$ cat src/rtl/pipelined_adder.sv
// Pipelined signed N-bit adder/subtractor. The carry chain is cut into STAGES
// chunks of W bits; each stage resolves one chunk and forwards the finished lower
// sum, the pending operands and its chunk carry. Valid/ready handshakes on both sides.
module pipelined_adder #(
    parameter int unsigned N      = 16,
    parameter int unsigned STAGES = 4
) (
    input  logic         clk,
    input  logic         rst,
    input  logic         in_valid,
    output logic         in_ready,
    input  logic [N-1:0] A,
    input  logic [N-1:0] B,
    input  logic         ci,
    input  logic         sub,
    output logic         out_valid,
    input  logic         out_ready,
    output logic [N-1:0] S,
    output logic         co,
    output logic         ovf
);

    localparam int unsigned W = N / STAGES;
    localparam int unsigned L = STAGES - 1;

    logic en;
    logic accept;

    // Per-stage registers. Full operand words travel with the data so the final
    // stage still holds the sign bits needed for overflow.
    logic [N-1:0]      a_q   [STAGES];
    logic [N-1:0]      a_d   [STAGES];
    logic [N-1:0]      b_q   [STAGES];
    logic [N-1:0]      b_d   [STAGES];
    logic [N-1:0]      sum_q [STAGES];
    logic [N-1:0]      sum_d [STAGES];
    logic [STAGES-1:0] c_q, c_d;
    logic [STAGES-1:0] vld_q, vld_d;

    // Stage inputs: index 0 comes from the ports, index k from stage k-1.
    logic [N-1:0]      a_s   [STAGES];
    logic [N-1:0]      b_s   [STAGES];
    logic [N-1:0]      sum_s [STAGES];
    logic [STAGES-1:0] c_s;
    logic [STAGES-1:0] vld_s;

    // Single advance enable; stalls the whole pipe, bubbles included.
    assign en       = !vld_q[L] || out_ready;
    assign in_ready = en;
    assign accept   = in_valid && en;

    assign a_s[0]   = A;
    assign b_s[0]   = sub ? ~B : B;
    assign c_s[0]   = sub ? 1'b1 : ci;
    assign sum_s[0] = '0;
    assign vld_s[0] = accept;

    for (genvar g = 0; g < STAGES - 1; g++) begin : g_chain
        assign a_s[g+1]   = a_q[g];
        assign b_s[g+1]   = b_q[g];
        assign sum_s[g+1] = sum_q[g];
        assign c_s[g+1]   = c_q[g];
        assign vld_s[g+1] = vld_q[g];
    end

    // Each stage adds its own chunk and inserts it into the forwarded partial sum.
    always_comb begin
        logic [W:0] part;
        part  = '0;
        c_d   = '0;
        vld_d = '0;
        for (int k = 0; k < STAGES; k++) begin
            part = {1'b0, a_s[k][k*W +: W]} + {1'b0, b_s[k][k*W +: W]} + {{W{1'b0}}, c_s[k]};
            sum_d[k]             = sum_s[k];
            sum_d[k][k*W +: W]   = part[W-1:0];
            c_d[k]               = part[W];
            a_d[k]               = a_s[k];
            b_d[k]               = b_s[k];
            vld_d[k]             = vld_s[k];
        end
    end

    // Pipeline registers: synchronous clear, hold everything while en is low.
    always_ff @(posedge clk) begin
        if (rst) begin
            for (int k = 0; k < STAGES; k++) begin
                a_q[k]   <= '0;
                b_q[k]   <= '0;
                sum_q[k] <= '0;
            end
            c_q   <= '0;
            vld_q <= '0;
        end else if (en) begin
            for (int k = 0; k < STAGES; k++) begin
                a_q[k]   <= a_d[k];
                b_q[k]   <= b_d[k];
                sum_q[k] <= sum_d[k];
            end
            c_q   <= c_d;
            vld_q <= vld_d;
        end
    end

    assign out_valid = vld_q[L];
    assign S         = sum_q[L];
    assign co        = c_q[L];
    assign ovf       = (a_q[L][N-1] == b_q[L][N-1]) && (sum_q[L][N-1] != a_q[L][N-1]);

    // Only the sign bits of the last stage's operands are needed.
    logic unused_low_bits;
    assign unused_low_bits = ^{a_q[L][N-2:0], b_q[L][N-2:0]};

endmodule
$ cat config.mk
export PLATFORM = sky130hd
export DESIGN_NAME = pipelined_adder
export DESIGN_NICKNAME = d
export VERILOG_FILES = /design/src/rtl/pipelined_adder.sv
export SDC_FILE = /design/constraint.sdc
export NUM_CORES = 1
export LEC_CHECK = 0
export BUFFER_PORTS_ARGS = -buffer_cell sky130_fd_sc_hd__buf_2
export CORE_UTILIZATION = 40
export CTS_BUF_LIST = sky130_fd_sc_hd__clkbuf_2
export CTS_CLUSTER_DIAMETER = 120
export DETAILED_ROUTE_END_ITERATION = 7
export PLACE_DENSITY = 0.55
export SETUP_SLACK_MARGIN = 0.4
export SLEW_MARGIN = 10
export SYNTH_ARGS = -nofsm -noshare
export SYNTH_HDL_FRONTEND = slang
export SYNTH_SLANG_ARGS = --single-unit
$ cat constraint.sdc
create_clock -name clk -period 4.6 [get_ports clk]
set_input_delay 0.23 -clock clk [delete_from_list [all_inputs] [get_ports clk]]
set_output_delay 0.23 -clock clk [all_outputs]
set_load 0.1 [all_outputs]
==> out/metrics.yaml, run 1 <==
clock_network:
  clk_path_buf_depth: 2
  htree_num_levels: 3
  clockRootBuffer: "clkbuf_2"
  hold_buffers: 29
  clk_pin_slew_worst_paths_ns: 0.26
  clk_latency_ns: 0.56
  cts_buffers: 9
  cts_resized: 0
  cts_setup_buffers: 0
  tritoncts: "done"
  cts.sinks: 98
worst_setup_path:
  crit_fanout: 85
  crit_type: "reg -> out"
  crit_path_cell_trace: "nor2b_4, inv_4, buf_2"
  critPathBufInv: 2
  cp.required_ns: 4.37
  worst_setup_path_start_kind: "register"
  critPathMaxStageDelay_ns: 0.55
  worst-endpoint-arrival_ns: 2.15
  end_kind: "output pin"
  crit_family: "buffers and inverters"
  critPathSlowestCell: "buf_2"
synthesis:
  synth_xor_area_share_pct: 3.82
  synth.mux.area_fraction_pct: 0.919
  synth_top_family_by_area: "simple AND/OR/NAND/NOR gates"
  synthCells: 307
  synthSimpleGateAreaFrac_pct: 14.6
  synth_area_sq_um: 4360
  syn-mean-instance-area_sq_um: 14.2
  synth-adder-area-share_pct: 7.12
  yosys_register_bits: 98
  yosysTopAreaCellShare_pct: 62.0
  synth_compound_area_share_pct: 3.45
  synth_nets: 365
  yosys.area.top_type: "edfxtp_1"
  yosys_warnings: 0
  yosys-top-cells-area: "edfxtp_1 62%, and3_1 9.9%, dfxtp_1 3.7%"
  seq_area_frac_synth_pct: 65.7
  synthDistinctLibCells: 27
pwr:
  ir_drop_v: 0.000173
  fin_total_pwr_mw: 1.69
  power_density_nw_per_um2: 334
  leakage_nw: 2.42
placement:
  gp_congestion: 0.691
  place_hpwl_microns: 3840
  place_worst_setup_slack_ns: 2.32
  numPortBuffers: 57
sta:
  hold_ws_ns: 0.111
  slew_headroom_pct: 23.5
  period_share_pct: 51.8
  finalClockSkew_ns: 0.0251
  setup_viol: 0
  worstMarginPinSlew_ns: 1.15
  period_needed_ns: 2.38
  setup_ws_ns: 2.22
  rsz0062_at_grt: "no"
  final_max_slew_viol_count: 0
  finalHoldViolCount: 0
  setup_tns_ns: 0
  max_freq_ghz: 0.419
grt:
  grt_pass1_vias: 2327
  antenna_found_initial: 1
  grt_use_total_pct: 13.3
  grt_max_degree: 91
  grt_pass1_wl_microns: 11400
  grt_overflow: 0
final_layout:
  multi_input_area_sq_um: 1310
  area_delta_synth_final_pct: 16.2
  layout_common_cells: "90 x edfxtp_1, 69 x and3_1, 57 x buf_2"
  layout.nets: 440
  final_common_cell: "edfxtp_1"
  regArea_sq_um: 2860
  fin_util_pct: 48.4
  drive_above_1_share_pct: 19.9
  fill_cells: 1003
die:
  fp.dieW_microns: 106
  ios: 58
  rows: 37
  die_y_microns: 106
  start_util_pct: 41.7
  fp.dieArea_sq_um: 11300
  core_area_sq_um: 10500
run:
  cap_violations: 0
drt:
  drtIter0Drc: 146
  drt.antenna.violating_nets: 0
  viasPerCell: 4.74
  dr.pass1.iters: 4
  vias: 2483
  wl_per_cell_microns: 13.4
  post-route-drc-count: 0
  routed_wl_microns: 7020
run_status:
  status: "finished clean"
min_path:
  hold_class: "in -> reg"
[state kept, by name (all words and copies together) (netlist names)]
register  cells
c_q           4
a_q          25
vld_q         4
b_q          25
sum_q        40
[area by class of cell]
class	count	share of cell area [%]
Antenna cell	1	0.0494
Clock buffer	9	0.890
Clock inverter	7	1.38
Inverter	5	0.470
Multi-Input combinational cell	182	25.9
Sequential cell	98	56.5
Tap cell	136	3.36
Timing Repair Buffer	86	11.4
[power breakdown]
part	leakage (nW)	internal, mW	switching [mW]
logic	1.22	0.0890	0.140
clock network	0.0632	0.123	0.288
registers	1.13	1.04	0.0162
total	2.42	1.25	0.444
[cell usage after synthesis (all sizes together)]
cell type and instances:
edfxtp 90, and3 69, nor2 21, buf 16
xnor2 15, a21oi 13, ha 12, nand2 10
dfxtp 8, fa 8, a21o 7, clkbuf 6
inv 5, o21ai 5, mux2i 4, nand3 4
or3 4, xor2 4, nor2b 3, a211oi 1
nor3 1, or2 1
[tightest hold or removal path: stages]
cell     delay (ns)
buf_2          0.09
ha_1           0.17
a21oi_1        0.05
a21oi_1        0.12
[cell families (layout without fill, tap and decap cells)]
| group | count (synthesis) | after routing |
|---|---|---|
| and+or+nand+nor | 113 | 113 |
| DFF | 98 | 98 |
| buffers and inverters | 27 | 107 |
| AOI/OAI and AO/OA | 26 | 26 |
| adders and majority gates | 20 | 20 |
| xor gates and xnor gates | 19 | 19 |
| muxes | 4 | 4 |
| other | 0 | 1 |
[path summary, 6_finish.rpt]
path / cells past startpoint / slack (ns) / endpoint / from
worst max-delay path: 3 / 2.22 / in_ready / vld_q[3]
worst min-delay path: 4 / 0.11 / c_q[0] / A[3]
worst max register to register: 5 / 2.65 / vld_q[1] / vld_q[3]
worst min register to register: 2 / 0.47 / vld_q[2] / vld_q[2]
[per-layer routing]
metal  global-route usage, %  share of wire [%]
met3                    3.99                4.3
met1                    17.6                 49
met5                       0                  0
met4                    5.95                1.3
met2                    20.2                 46
[stage by stage]
stage / std cells / area, sq um
final: 524 / 5060
after global placement: 478 / 4650
after floorplan: 307 / 4360
after global routing: 524 / 5060
after detailed placement: 478 / 4650
after CTS: 523 / 5060
Note: power is estimated with default switching activity, not from simulation.
==> inputs of run 2 (changes only) <==
--- a/config.mk
+++ b/config.mk
@@ -10,7 +10,7 @@
 export CTS_BUF_LIST = sky130_fd_sc_hd__clkbuf_2
 export CTS_CLUSTER_DIAMETER = 120
 export DETAILED_ROUTE_END_ITERATION = 7
-export PLACE_DENSITY = 0.55
+export PLACE_DENSITY = 0.57
 export SETUP_SLACK_MARGIN = 0.4
 export SLEW_MARGIN = 10
 export SYNTH_ARGS = -nofsm -noshare
==> constraint.sdc (replaced) <==
create_clock -name clk -period 2.15 [get_ports clk]
set_input_delay 0.1075 -clock clk [delete_from_list [all_inputs] [get_ports clk]]
set_output_delay 0.1075 -clock clk [all_outputs]
set_load 0.1 [all_outputs]
==> run 2 against run 1 <==
  * Die area unchanged
  * Clock-buffer cell count grew 1
  * Non-clock buffer count grew 7
  * Clock skew rose by 0.015 ns
  * Worst setup slack worse by 1.8 ns
  * Largest cell class unchanged
  * Largest power group unchanged
==> out/metrics.yaml, run 2 (same netlist as run 1, synthesis figures left out) <==
drt:
  post-route-drc-count: 0
  wl_per_cell_microns: 13.4
  drtIter0Drc: 99
  routed_wl_microns: 7110
  dr.pass1.iters: 4
  vias: 2560
  viasPerCell: 4.83
  drt.antenna.violating_nets: 0
grt:
  grt_busiest_layer: "met2"
  grt_use_total_pct: 13.6
  grt_pass1_vias: 2403
  grt_use_met2_pct: 22.0
  use_met1_pct: 17.4
  grt_overflow: 0
  grt_pass1_wl_microns: 11600
  antenna_found_initial: 0
  grt_max_degree: 55
  grtUsageMet3_pct: 3.13
placement:
  place_hpwl_microns: 4340
  post_dp_cell_area_sq_um: 4760
  placed_cells: 485
  gp_congestion: 0.735
  place_worst_setup_slack_ns: 0.336
  numPortBuffers: 57
min_path:
  hold_class: "in -> reg"
  worst_hold_path.num_cells: 3
  hold-path-endpoint: "sum_q[0][0]"
  hp-start: "A[0]"
final_layout:
  antenna_cells: 0
  layout.cells.non_filler: 530
  drive_above_1_share_pct: 23.9
  layout.nets: 447
  area_delta_synth_final_pct: 19.0
  fill_cells: 974
  final_common_cell: "edfxtp_1"
  layout_common_cells: "90 x edfxtp_1, 69 x and3_1, 55 x buf_2"
  regMostFlops: "sum_q"
  largest_register_ffs: 40
  postLayoutCellArea_sq_um: 5190
  top_regs: "sum_q x40, a_q x25, b_q x25"
worst_setup_path:
  crit_path_cell_trace: "fa_2, fa_2, a21o_1, a21oi_2, a21oi_1"
  end_kind: "register"
  worst_setup_path_start_kind: "register"
  timing.rr.end: "c_q[3]"
  rrSetupSlack_ns: 0.41
  cp.required_ns: 2.60
  worst-endpoint-arrival_ns: 2.19
  crit_path_frequent_cell: "fa_2"
  critPathSlowestCell: "edfxtp_1"
  critPathMaxStageDelay_ns: 0.47
  crit_fanout: 2
  timing.rr.start: "a_q[2][12]"
  worstRegToRegCells: 5
  crit_type: "reg -> reg"
sta:
  worstMarginPinSlew_ns: 0.488
  period_share_pct: 81.1
  finalClockSkew_ns: 0.0401
  setup_viol: 0
  final_max_slew_viol_count: 0
  setup_ws_ns: 0.406
  rsz0062_at_grt: "yes"
  setup_tns_ns: 0
  max_freq_ghz: 0.573
  slew_headroom_pct: 67.7
  period_needed_ns: 1.74
  finalHoldViolCount: 0
die:
  start_util_pct: 41.7
  fp.dieW_microns: 106
  die_y_microns: 106
  fp.dieArea_sq_um: 11300
  core_area_sq_um: 10500
  ios: 58
  rows: 37
clock_network:
  clk_pin_slew_worst_paths_ns: 0.27
  clockRootBuffer: "clkbuf_2"
  clk_latency_ns: 0.57
  tritoncts: "done"
  htree_num_levels: 3
  cts.sinks: 98
  cts_buffers: 9
  clk_path_buf_depth: 2
pwr:
  ir_drop_v: 0.000322
  power_density_nw_per_um2: 697
  leakage_nw: 2.46
run:
  cap_violations: 0
run_status:
  status: "finished clean"
## run 2: cell type report
class                      instances  area, sq um  share of cell area [%]
multi-input combinational        182         1350                    26.1
sequential                        98         2860                    55.2
clock buffer                      10         50.0                   0.965
inverter                           5         26.3                   0.507
timing repair buffer              93          663                    12.8
tap                              136          170                    3.28
clock inverter                     6         58.8                    1.13
## run 2: critical path, delay by kind of cell (launching register included)
family,cells,cell delay [ns]
AOI/OAI and AO/OA,3,0.35
DFF,1,0.47
adders and majority gates,2,0.80
## run 2: report_power, final
group          switching (mW)  internal [mW]
Sequential             0.0376           2.21
Clock                   0.596          0.266
Combinational           0.301          0.201
## run 2: timing repair
| action | 4_1_cts | 5_1_grt |
|---|---|---|
| buffers inserted | 0 | 1 |
| gates resized for setup | 7 | 3 |
| endpoints found under the hold margin | 30 | 0 |
| hold buffers | 28 | 0 |
| pin swaps | 1 | 5 |
| endpoints found under the setup margin | 6 | 5 |
## run 2: worst max path at each step
| stage | start | end | slack [ns] |
|---|---|---|---|
| global route | a_q[2][12] | c_q[3] | 0.36 |
| floorplan | sub | sum_q[0][1] | 0.29 |
| CTS | vld_q[3] | in_ready | 0.36 |
| finish | a_q[2][12] | c_q[3] | 0.41 |
| detailed placement | sub | sum_q[0][3] | 0.34 |
| global placement | a_q[2][12] | c_q[3] | 0.38 |
## run 2: layer usage
layer  wire length (microns)  up-vias
met1                    3260     1209
met2                    3440       58
li1                        -     1281
met4                     128        0
met3                     288       12
met5                       0        -
## run 2: per-stage QoR
| step | hold slack [ns] | util [%] | total power [mW] |
|---|---|---|---|
| 2_1_floorplan | 0.246 | - | 2.66 |
| 3_3_place_gp | 0.354 | 45.5 | 2.75 |
| 3_5_place_dp | 0.368 | 45.5 | 2.76 |
| 4_1_cts | 0.00621 | 49.4 | 3.64 |
| 5_1_grt | 0.00825 | 49.6 | 3.77 |
| 6_report | 0.0435 | 49.6 | 3.62 |
==> inputs of run 3 (changes only) <==
--- a/config.mk
+++ b/config.mk
@@ -5,6 +5,7 @@
 export SDC_FILE = /design/constraint.sdc
 export NUM_CORES = 1
 export LEC_CHECK = 0
+export ABC_AREA = 1
 export BUFFER_PORTS_ARGS = -buffer_cell sky130_fd_sc_hd__buf_2
 export CORE_UTILIZATION = 40
 export CTS_BUF_LIST = sky130_fd_sc_hd__clkbuf_2
==> constraint.sdc (replaced) <==
create_clock -name clk -period 1.4 [get_ports clk]
set_input_delay 0.07 -clock clk [delete_from_list [all_inputs] [get_ports clk]]
set_output_delay 0.07 -clock clk [all_outputs]
set_load 0.1 [all_outputs]
==> run 3 against run 2 <==
  * The run now ends with hold timing, setup timing left
  * Hold slack got worse by 0.24 ns
  * Fmax increased by 5.4%
  * Final cell count increased by 30%
  * Clock power increased by 87%
  * First-iteration DRC count increased by 19%
  * Global-route usage increased by 3.7 points
  * Worst setup slack got worse by 0.66 ns
==> out/metrics.yaml, run 3 <==
drt:
  drt.antenna.violating_nets: 0
  routed-wl-met3_microns: 288
  viasPerCell: 4.40
  routed_wl_microns: 9290
  post-route-drc-count: 0
  wl_met2_microns: 5330
  drtIter0Drc: 118
  wl_per_cell_microns: 13.5
  vias: 3035
  dr.pass1.iters: 4
  top_layer: "met4"
  met1_length_microns: 3590
sta:
  setup_ws_ns: -0.255
  slew_headroom_pct: 74.5
  worstMarginPinSlew_ns: 0.382
  finalHoldViolCount: 1
  hold_ws_ns: -0.195
  rsz0062_at_grt: "yes"
  period_needed_ns: 1.65
  period_share_pct: 118
  final_max_slew_viol_count: 0
  max_freq_ghz: 0.604
  finalClockSkew_ns: 0.0458
  setup_viol: 19
grt:
  grt_pass1_vias: 3163
  grt_use_total_pct: 17.4
  grt_max_degree: 18
  grt_pass1_wl_microns: 14900
  grt_overflow: 0
  antenna_found_initial: 0
synthesis:
  synth.mux.area_fraction_pct: 0
  synth_common_cells: "90 x edfxtp_1, 83 x inv_1, 72 x nor2_1"
  syn-mean-instance-area_sq_um: 11.5
  synthSimpleGateAreaFrac_pct: 13.4
  yosys_register_bits: 98
  synth-adder-area-share_pct: 7.01
  synth_nets: 442
  yosys-top-cells-area: "edfxtp_1 61%, inv_1 7.0%, nor2_1 6.1%"
  yosys.area.top_type: "edfxtp_1"
  synthCells: 384
  seq_area_frac_synth_pct: 64.7
  synth-edff-count: 90
  synth_compound_area_share_pct: 1.98
  synth_area_sq_um: 4420
  synthDistinctLibCells: 19
  yosysMostFrequentCell: "edfxtp_1"
  yosys_warnings: 0
  synth_xor_area_share_pct: 3.76
  yosysTopAreaCellShare_pct: 61.1
  ys.flop_type: "edfxtp_1"
  async_flop_share_pct: 0
  synth_top_family_by_area: "simple AND/OR/NAND/NOR gates"
min_path:
  hold_class: "in -> reg"
  worst_hold_path.num_cells: 4
  hold-path-endpoint: "vld_q[3]"
  hp-start: "out_ready"
worst_setup_path:
  timing.rr.start: "b_q[0][4]"
  cp.required_ns: 1.92
  crit_type: "reg -> reg"
  worst_setup_path_start_kind: "register"
  rrSetupSlack_ns: -0.25
  timing.rr.end: "c_q[1]"
  worstRegToRegCells: 7
  crit_fanout: 2
  worst-endpoint-arrival_ns: 2.17
  end_kind: "register"
clock_network:
  htree_num_levels: 3
  clockRootBuffer: "clkbuf_2"
  clk_pin_slew_worst_paths_ns: 0.29
  cts.sinks: 98
  cts_buffers: 9
  tritoncts: "done"
  hold_buffers: 27
  clk_path_buf_depth: 2
  clk_latency_ns: 0.60
placement:
  place_hpwl_microns: 4510
  numPortBuffers: 57
  gp_congestion: 0.746
final_layout:
  fin_util_pct: 70.1
  largest_register_ffs: 40
  area_delta_synth_final_pct: 71.0
  top_regs: "sum_q x40, a_q x25, b_q x25"
  fill_cells: 685
  final_common_cell: "edfxtp_1"
  drive_above_1_share_pct: 51.3
  layout_common_cells: "90 x edfxtp_1, 77 x inv_1, 68 x nor2_4"
  antenna_cells: 0
  layout.nets: 603
  regMostFlops: "sum_q"
pwr:
  power_density_nw_per_um2: 886
  leakage_nw: 3.11
  ir_drop_v: 0.000503
  fin_total_pwr_mw: 6.70
run_status:
  status: "finished, violations left"
  violations: "hold timing, setup timing"
die:
  die_y_microns: 107
  core_area_sq_um: 10800
  fp.dieArea_sq_um: 11500
  rows: 38
  start_util_pct: 41.0
  ios: 58
  fp.dieW_microns: 107
run:
  cap_violations: 0
## run 3: cell count changes in the layout (fill, tap and decap cells not counted), moves of 8 or more
cell / change
inv_1: +74
buf_12: +40
and3_1: -69
nor2_4: +68
buf_16: +13
nor2_2: +10
buf_2: -18
nand2_1: +8
nand3_2: +9
buf_6: +16
## run 3: where the power goes
part           total, mW  switching [mW]  internal, mW
sequential          3.50          0.0910          3.41
combinational       1.59           0.853         0.737
clock               1.61           0.997         0.611
## run 3: how the worst max path moves through the flow
stage               depth (start not counted)          end         start
global placement                            6  sum_q[0][2]           sub
floorplan                                   4          ovf  sum_q[3][15]
global route                                4          ovf    a_q[3][15]
detailed placement                          6  sum_q[0][2]           sub
CTS                                         4          ovf    a_q[3][15]
finish                                      7       c_q[1]     b_q[0][4]
## run 3: area by class of cell
type                            instances  area, sq um  share of cell area [%]
Sequential cell                        98         2870                    37.9
Tap cell                              140          175                    2.32
Clock inverter                          7         98.8                    1.31
Timing Repair Buffer                  157         2060                    27.2
Clock buffer                            9         45.0                   0.595
Inverter                               85          338                    4.47
Multi-Input combinational cell        194         1980                    26.2
## run 3: stage by stage
step	cells	hold slack, ns	area, sq um	setup TNS, ns	setup WS (ns)
6_report	690	-0.195	7560	-1.95	-0.255
5_1_grt	690	-0.258	7560	-3.72	-0.372
4_1_cts	686	-0.239	7180	-1.90	-0.261
3_5_place_dp	593	0.256	5180	-2.06	-0.249
3_3_place_gp	593	0.257	5180	-1.75	-0.227
2_1_floorplan	384	0.123	4600	-32.13	-0.439
## run 3: kinds of logic (layout without fill, tap and decap cells)
logic type / count (synthesis) / in the layout
AND/OR/NAND/NOR: 134 / 138
buffers and inverters: 96 / 258
adder cells (fa/ha/maj): 20 / 20
flip-flops: 98 / 98
AO/OA/AOI/OAI: 17 / 17
XOR/XNOR: 19 / 19
## run 3: metal layers
layer | global-route usage [%] | up-vias
li1 | - | 1544
met1 | 19.3 | 1422
met2 | 32.8 | 60
met3 | 4.19 | 9
met4 | 4.40 | 0
met5 | 0 | -
## run 3: critical path: stages, from the launching register on
cell      delay (ns)
edfxtp_1        0.47
fa_2            0.40
fa_2            0.39
buf_6           0.13
nand3_2         0.04
nand2_1         0.05
nand2_1         0.05
nand2_1         0.05
## run 3: what timing repair did
action,CTS,global route
setup endpoints to repair,189,207
pin swaps,39,30
gates cloned,16,1
gates resized for setup,213,84
endpoints found under the hold margin,30,2
setup buffers,34,3
